$ cat src/rtl/z80_bus_tracer.sv
// Passive tv80s bus monitor: classifies completed bus cycles into {type,addr,data} records.
// Latency: record on rec_* from the edge that samples the end of the cycle (registered head).
// Backpressure: rec_valid/rec_ready pop; full FIFO drops new records and counts them saturating.
module z80_bus_tracer #(
    parameter int DEPTH = 16,
    parameter int CNT_W = 8
) (
    input  logic                   clk,
    input  logic                   reset,
    input  logic                   en,
    input  logic                   m1_n,
    input  logic                   mreq_n,
    input  logic                   iorq_n,
    input  logic                   rd_n,
    input  logic                   wr_n,
    input  logic                   rfsh_n,
    input  logic [15:0]            A,
    input  logic [7:0]             di,
    input  logic [7:0]             dout,
    output logic                   rec_valid,
    input  logic                   rec_ready,
    output logic [2:0]             rec_type,
    output logic [15:0]            rec_addr,
    output logic [7:0]             rec_data,
    output logic [$clog2(DEPTH):0] count,
    output logic [CNT_W-1:0]       drops
);
    localparam int PW = $clog2(DEPTH);
    localparam int CW = PW + 1;
    localparam int RW = 27;

    localparam logic [2:0] T_FETCH  = 3'd0;
    localparam logic [2:0] T_MEMRD  = 3'd1;
    localparam logic [2:0] T_MEMWR  = 3'd2;
    localparam logic [2:0] T_IORD   = 3'd3;
    localparam logic [2:0] T_IOWR   = 3'd4;
    localparam logic [2:0] T_INTACK = 3'd5;

    localparam logic [0:0] S_IDLE   = 1'b0;
    localparam logic [0:0] S_ACTIVE = 1'b1;

    logic [0:0]    state;
    logic [2:0]    cur_type;
    logic [15:0]   cur_addr;
    logic [7:0]    cur_data;
    logic          cls_vld;
    logic [2:0]    cls;
    logic [7:0]    cls_dat;
    logic          same;
    logic          start;
    logic          push_req;
    logic          do_push;
    logic          do_pop;
    logic          full;
    logic [RW-1:0] push_rec;
    logic [RW-1:0] mem [DEPTH];
    logic [PW-1:0] wr_ptr;
    logic [PW-1:0] rd_ptr;
    logic [PW-1:0] rd_nxt;

    // Int-ack is checked first: it is the only class with M1 and IORQ both low.
    always_comb begin
        cls_vld = 1'b0;
        cls     = T_FETCH;
        if (rfsh_n) begin
            if (!m1_n && !iorq_n) begin
                cls_vld = 1'b1; cls = T_INTACK;
            end else if (!m1_n && !mreq_n && !rd_n) begin
                cls_vld = 1'b1; cls = T_FETCH;
            end else if (m1_n && !mreq_n && !rd_n) begin
                cls_vld = 1'b1; cls = T_MEMRD;
            end else if (!mreq_n && !wr_n) begin
                cls_vld = 1'b1; cls = T_MEMWR;
            end else if (!iorq_n && !rd_n) begin
                cls_vld = 1'b1; cls = T_IORD;
            end else if (!iorq_n && !wr_n) begin
                cls_vld = 1'b1; cls = T_IOWR;
            end
        end
    end

    assign cls_dat  = (cls == T_MEMWR || cls == T_IOWR) ? dout : di;
    assign same     = (state == S_ACTIVE) && cls_vld && (cls == cur_type);
    // en only gates the start of a capture; an ongoing cycle runs to completion.
    assign start    = en && cls_vld;
    assign push_req = (state == S_ACTIVE) && !same;
    assign push_rec = {cur_type, cur_addr, cur_data};

    always_ff @(posedge clk or posedge reset) begin
        if (reset) begin
            state    <= S_IDLE;
            cur_type <= '0;
            cur_addr <= '0;
            cur_data <= '0;
        end else begin
            if (same || start) begin
                cur_type <= cls;
                cur_addr <= A;
                cur_data <= cls_dat;
                state    <= S_ACTIVE;
            end else begin
                state    <= S_IDLE;
            end
        end
    end

    assign rec_valid = (count != '0);
    assign full      = (count == CW'(DEPTH));
    assign do_pop    = rec_valid && rec_ready;
    assign do_push   = push_req && (!full || do_pop);
    assign rd_nxt    = rd_ptr + PW'(1);

    always_ff @(posedge clk) begin
        if (do_push) begin
            mem[wr_ptr] <= push_rec;
        end
    end

    // Head register mirrors mem[rd_ptr] so rec_* come straight from flops.
    always_ff @(posedge clk or posedge reset) begin
        if (reset) begin
            wr_ptr   <= '0;
            rd_ptr   <= '0;
            count    <= '0;
            drops    <= '0;
            rec_type <= '0;
            rec_addr <= '0;
            rec_data <= '0;
        end else begin
            if (do_push) wr_ptr <= wr_ptr + PW'(1);
            if (do_pop)  rd_ptr <= rd_nxt;
            case ({do_push, do_pop})
                2'b10:   count <= count + CW'(1);
                2'b01:   count <= count - CW'(1);
                default: count <= count;
            endcase
            if (push_req && !do_push && drops != '1) begin
                drops <= drops + CNT_W'(1);
            end
            if (do_pop) begin
                if (count > CW'(1)) begin
                    {rec_type, rec_addr, rec_data} <= mem[rd_nxt];
                end else if (do_push) begin
                    {rec_type, rec_addr, rec_data} <= push_rec;
                end
            end else if (do_push && count == '0) begin
                {rec_type, rec_addr, rec_data} <= push_rec;
            end
        end
    end
endmodule

$ cat config.mk
export PLATFORM = sky130hd
export DESIGN_NAME = z80_bus_tracer
export DESIGN_NICKNAME = d
export VERILOG_FILES = /design/src/rtl/z80_bus_tracer.sv
export SDC_FILE = /design/constraint.sdc
export NUM_CORES = 1
export LEC_CHECK = 0
export CAP_MARGIN = 30
export CORE_ASPECT_RATIO = 1.4
export CORE_MARGIN = 2
export CORE_UTILIZATION = 55
export CTS_BUF_LIST = sky130_fd_sc_hd__clkbuf_16
export DETAILED_ROUTE_END_ITERATION = 7
export HOLD_SLACK_MARGIN = 0.1
export PLACE_DENSITY_LB_ADDON = 0.05
export SLEW_MARGIN = 10
export SYNTH_ARGS = -nofsm -noshare
export SYNTH_HDL_FRONTEND = slang
export SYNTH_SLANG_ARGS = --single-unit
$ cat constraint.sdc
create_clock -name clk -period 3.9 [get_ports clk]
set_input_delay 0.78 -clock clk [delete_from_list [all_inputs] [get_ports clk]]
set_output_delay 0.78 -clock clk [all_outputs]
set_load 0.005 [all_outputs]
=== After elaboration in Yosys (flattened, before gate mapping) ===
Memory sizes are Yosys's and may differ from the RTL's.
Cells that the tools add are included.

* Register bits: 76
* RAM bits: 432
* Memories: 1

{| class="wikitable"
|+ Memory list
! name !! depth !! width !! read ports !! clocked after memory_dff !! wr ports !! RTL line !! source
|-
| mem || 16 || 27 || 1 || 0 || 1 || 56 || <nowiki>logic [RW-1:0] mem [DEPTH];</nowiki>
|}

* Add/subtract/negate cells: 5
* Mux-type cells: 31
* Magnitude comparators: 1
* Equal/unequal tests: 8
* Reductions and logical operators: 33

{| class="wikitable"
|+ Operators by type and width
! kind !! number
|-
| 16-bit 2-to-1 mux || 4
|-
| 8-bit 2-to-1 mux || 5
|-
| 3-bit 2-to-1 mux || 11
|-
| 1-bit logical AND || 17
|-
| 1-bit 2-to-1 mux || 10
|-
| 5-bit case mux with 2 select lines || 1
|-
| 4-bit by 1-bit adder with 4-bit output, second input constant || 2
|-
| 8-bit by 1-bit adder with 8-bit output, second input constant || 1
|-
| 1-bit zero test || 8
|-
| 8-bit inequality test, second input constant || 1
|-
| 5-bit by 1-bit adder with 5-bit output, second input constant || 1
|-
| 5-bit equality test, second input constant || 1
|-
| 5-bit by 1-bit > comparator with 1-bit output, second input constant || 1
|-
| 5-bit zero test || 1
|-
| 5-bit nonzero test || 1
|-
| 5-bit by 1-bit subtractor with 5-bit output, second input constant || 1
|-
| 2-bit nonzero test || 2
|-
| 3-bit by 2-bit equality test with 1-bit output, second input constant || 1
|-
| 3-bit equality test || 1
|-
| 3-bit equality test, second input constant || 1
|-
| 1-bit logical OR || 3
|-
| 3-bit by 2-bit inequality test with 1-bit output, second input constant || 1
|-
| 2-bit by 1-bit equality test with 1-bit output, second input constant || 1
|-
| 2-bit equality test, second input constant || 1
|-
| 2-bit AND reduction || 1
|}

=== Logic depth before layout (Yosys ltp) ===
* Depth after elaboration: 17
* Depth in mapped cells: 12
* Gate-level depth less buffers: 9

=== Worst setup path before layout ===
OpenSTA, ideal clock, no wires.

* Kind: input port to flip-flop
* From: input m1_n
* To: memory mem[3][0], enable pin
* Path buffers: 2
* Path slack: -778 ps
* Stages: 8
* Data required time: 3,455 ps
* Arrival time: 4,234 ps
* Library setup time: 445 ps
* Cells stage by stage: buf_2 and4bb_2 a2111oi_0 nor4_2 a31oi_4 buf_2 nand3_1 nor3_1

* Word-level cells in the longest chain between the ends: 13
* Elaborated cells between the ends (all ways): 22
* Those cells by class: 1 x eq/ne; 10 x mux; 11 x reduce/logical

{| class="wikitable"
|+ RTL lines
! item !! RTL line !! source
|-
| from (decl) || 11 || <nowiki>input logic m1_n,</nowiki>
|-
| 1-bit logical AND / 1-bit zero test (equally long branches) || 70, 66, 68 ||
|-
| 1-bit logical AND (on tied branches) || 70, 68 ||
|-
| 3-bit 2-to-1 mux, or another cell as far along || 70 || <nowiki>end else if (m1_n && !mreq_n && !rd_n) begin</nowiki>
|-
| 3-bit 2-to-1 mux / 1-bit 2-to-1 mux (equally long branches) || 68 || <nowiki>end else if (!m1_n && !mreq_n && !rd_n) begin</nowiki>
|-
| 3-bit 2-to-1 mux / 1-bit 2-to-1 mux (equally long branches) || 66 || <nowiki>if (!m1_n && !iorq_n) begin</nowiki>
|-
| 3-bit 2-to-1 mux / 1-bit 2-to-1 mux (equally long branches) || 65 || <nowiki>if (rfsh_n) begin</nowiki>
|-
| 3-bit equality test / 1-bit logical AND (equally long branches) || 83 || <nowiki>assign same = (state == S_ACTIVE) && cls_vld && (cls == cur_type);</nowiki>
|-
| 1-bit logical AND * || 83 ||
|-
| 1-bit zero test * || 86 || <nowiki>assign push_req = (state == S_ACTIVE) && !same;</nowiki>
|-
| 1-bit logical AND * || 86 ||
|-
| 1-bit logical AND * || 110 || <nowiki>assign do_push = push_req && (!full || do_pop);</nowiki>
|-
| 1-bit 2-to-1 mux * || 114 || <nowiki>if (do_push) begin</nowiki>
|-
| 1-bit 2-to-1 mux (not written as such) * || 115 || <nowiki>mem[wr_ptr] <= push_rec;</nowiki>
|-
| to (decl) || 56 ||
|}

Mark *: on every way between the ends. The rest lies on a longest branch, timed or not.

=== Worst setup path in the final report ===
* From: register count[1]
* To: output rec_valid

* Word-level cells in the longest chain between the ends: 1

{| class="wikitable"
|+ RTL lines
! item !! RTL line !! source
|-
| from (decl) || 25 || <nowiki>output logic [$clog2(DEPTH):0] count,</nowiki>
|-
| from (signal assigned) || 133 || <nowiki>2'b10: count <= count + CW'(1);</nowiki>
|-
| from (signal assigned) || 134 || <nowiki>2'b01: count <= count - CW'(1);</nowiki>
|-
| from (signal assigned) || 135 || <nowiki>default: count <= count;</nowiki>
|-
| 5-bit nonzero test || 107 || <nowiki>assign rec_valid = (count != '0);</nowiki>
|-
| to (decl) || 20 || <nowiki>output logic rec_valid,</nowiki>
|}

No other way between the ends.

==> impl_metrics.tcl <==
set metrics [dict create \
    rows 83 \
    via_per_inst 6.02 \
    cp.required_ns 3.12 \
    critPathSlowestCell "or3b_2" \
    grt_pass1_wl_mm 67.5 \
    arrival_ns 2.67 \
    timing.critical_path.from "count[1]" \
    antennaDiodeCount 0 \
    skew_ns 0.0144 \
    synthTopCellsByCount "edfxtp_1 (432), mux4_2 (135), nand2_1 (108)" \
    multi_input_area_um2 5260 \
    cts_tree "built" \
    crit_path_end_kind "primary output" \
    rrSetupSlack_ns 0.92 \
    grt_use_total_pct 24.3 \
    numClockSinks 508 \
    start_util_pct 55.4 \
    yosys_warnings 0 \
    yosysTopAreaCell "edfxtp_1" \
    antenna_found_initial 0 \
    core_um2 36500 \
    vias 9877 \
    io_pins 83 \
    grt_max_degree 57 \
    htree_levels 2 \
    syn_inst 996 \
    syn2layout_area_growth_pct 18.6 \
    drtPass1Iterations 5 \
    power_leakage_uw 0.00815 \
    min_to "rec_addr[0]" \
    drt.antenna.violating_nets 0 \
    ir_drop_v 0.000482 \
    p_clk_share_pct 26.3 \
    wirelength_mm 45.2 \
    synth.area.top_cells "edfxtp_1 (64%), mux4_2 (15%), dfrtp_1 (9.4%)" \
    finalPower_uw 18200 \
    syn_nets 1047 \
    fmax_mhz 290 \
    synth_most_common_cell "edfxtp_1" \
    worstSkewPairLatency_ns 0.57 \
    overflow 0 \
    synth_cell_types 47 \
    start_kind "flip-flop" \
    place.gp.congestion 0.834 \
    drt-initial-drc-count 769 \
    ctsResizeCount 0 \
    internal-power_uw 12600 \
    ctsHoldBuffers 0 \
    fin_area_um2 24000 \
    cts_made_buffers 48 \
    rsz0062_at_grt "no" \
    synth-seq-cells 508 \
    grt_pass1_vias 10400 \
    finalSetupViolations 0 \
    slew_headroom_pct 43.9 \
    slowest_delay_ns 0.51 \
    synthFlopType "edfxtp_1" \
    hold_path.class "reg2reg" \
    synthArstFlopShare_pct 15.0 \
    syn-cell-area_um2 20200 \
    rr_endpoint "mem[9][9]" \
    combinationalPowerShare_pct 33.7 \
    finalMaxSlewViolations 0 \
    cts-root-buf "clkbuf_16" \
    post-route-util_pct 65.7 \
    placed_area_um2 22300 \
    cp_cell_sequence "inv_1, ha_1, or3b_2, nor2_1, inv_1, clkdlybuf4s50_1" \
    crit_type "reg2out" \
    synth_top_area_share_pct 64.2 \
    finalCritPeriodShare_pct 88.5 \
    status "finished, final reports clean" \
    p_seq_share_pct 40.0 \
    setup_slack_ns 0.450 \
    r2r-start "cur_type[1]" \
    register_area_um2 14900 \
    switchingPower_uw 5590 \
    crit_fanout 5 \
    post_cts_buffers 0 \
    die_area_um2 38300 \
    max_cap_violations 0 \
    fillers 2463 \
    hp-start "rec_addr[0]" \
    seq_area_frac_synth_pct 73.6 \
    synth_edf_count 432 \
    die_y_um 231 \
    crit_top_cell "inv_1" \
    power.density_nw_per_um2 759 \
    fin_crit_ns 3.45 \
    hold_violations 0 \
    r2r_cells 8 \
    hpwl_mm 29.4 \
    wl_per_cell_um 27.6 \
    pre_cts_ws_ns 0.154 \
    switching_share_pct 30.7 \
    drc_errors 0 \
    layout.nets 1185 \
    drive_above_1_share_pct 29.0 \
    syn_area_per_cell_um2 20.3 \
    worst_slew_pin_slew_ns 0.842 \
    port_buffers 82 \
    clock_path_buffers 3 \
    hold_depth 1 \
    path_clk_slew_ns 0.06 \
    die_w_um 166 \
]
[flip-flops by register name (all words and copies together) (netlist names)]
name and count:
count 5, cur_addr 16, cur_data 8, cur_type 3
drops 8, mem 432, rd_ptr 4, rec_addr 16
rec_data 8, rec_type 3, state 1, wr_ptr 4
[stage by stage]
stage | instances | hold slack [ns] | setup TNS, ns
after floorplan | 996 | 0.461 | -6.19
after global placement | 1550 | 0.489 | 0
after detailed placement | 1550 | 0.495 | 0
after CTS | 1639 | 0.513 | 0
after global routing | 1640 | 0.525 | 0
final | 1640 | 0.508 | 0
[cell type report]
type                            count  share of cell area [%]
Clock inverter                     39                    1.64
Multi-Input combinational cell    431                    22.0
Timing Repair Buffer              135                    6.48
Tap cell                          467                    2.44
Sequential cell                   508                    62.1
Clock buffer                       50                    5.22
Inverter                           10                   0.162
[worst max-delay path, delay by kind of cell (launching register included)]
kind	cells	cell delay (ns)
simple gates	2	0.76
flops	1	0.43
buf+inv	3	0.72
fa+ha+maj	1	0.21
[layout by cell type, fill, tap and decap left out, drive strengths merged, types with 12 or more instances in the layout]
| master | n |
|---|---|
| clkinv | 17 |
| mux2 | 47 |
| nand2 | 108 |
| mux2i | 12 |
| edfxtp | 432 |
| buf | 53 |
| nor2 | 22 |
| xnor2 | 14 |
| clkdlybuf4s50 | 82 |
| o21ai | 15 |
| mux4 | 135 |
| inv | 19 |
| dfrtp | 76 |
| nand3 | 14 |
| clkbuf | 50 |
[power by group through the flow]
| stage | Clock (uW) | Sequential (uW) | Combinational, uW |
|---|---|---|---|
| floorplan | 0 | 7070 | 4090 |
| global placement | 0 | 7380 | 6230 |
| detailed placement | 0 | 7410 | 6260 |
| CTS | 4880 | 7300 | 6270 |
| global route | 5090 | 7360 | 6500 |
| finish | 4790 | 7280 | 6120 |
[kinds of logic (layout without fill, tap and decap cells)]
logic type	after synthesis	in the layout	share of synthesized area [%]
buffers and inverters	57	234	1.30
xor gates and xnor gates	19	19	0.824
DFF	508	508	73.6
and+or+nand+nor	179	179	3.99
AOI/OAI and AO/OA	30	30	1.04
adders and majority gates	9	9	0.557
muxes	194	194	18.7
[routing by layer]
layer	GRT usage (%)	up-vias	wire length (um)
met5	0	-	0
li1	-	4290	-
met3	3.26	75	1950
met2	44.6	253	25000
met4	8.86	0	1590
met1	29.5	5259	16700
[worst max path at each step]
| stage | end | slack [ns] | cells past startpoint |
|---|---|---|---|
| 4_1_cts | rec_valid | 0.43 | 6 |
| 6_report | rec_valid | 0.45 | 6 |
| 5_1_grt | rec_valid | 0.33 | 6 |
| 2_1_floorplan | mem[15][0] | -0.06 | 8 |
| 3_5_place_dp | mem[7][18] | 0.15 | 9 |
| 3_3_place_gp | mem[7][26] | 0.16 | 9 |
Power figures use the tool's default switching activity.
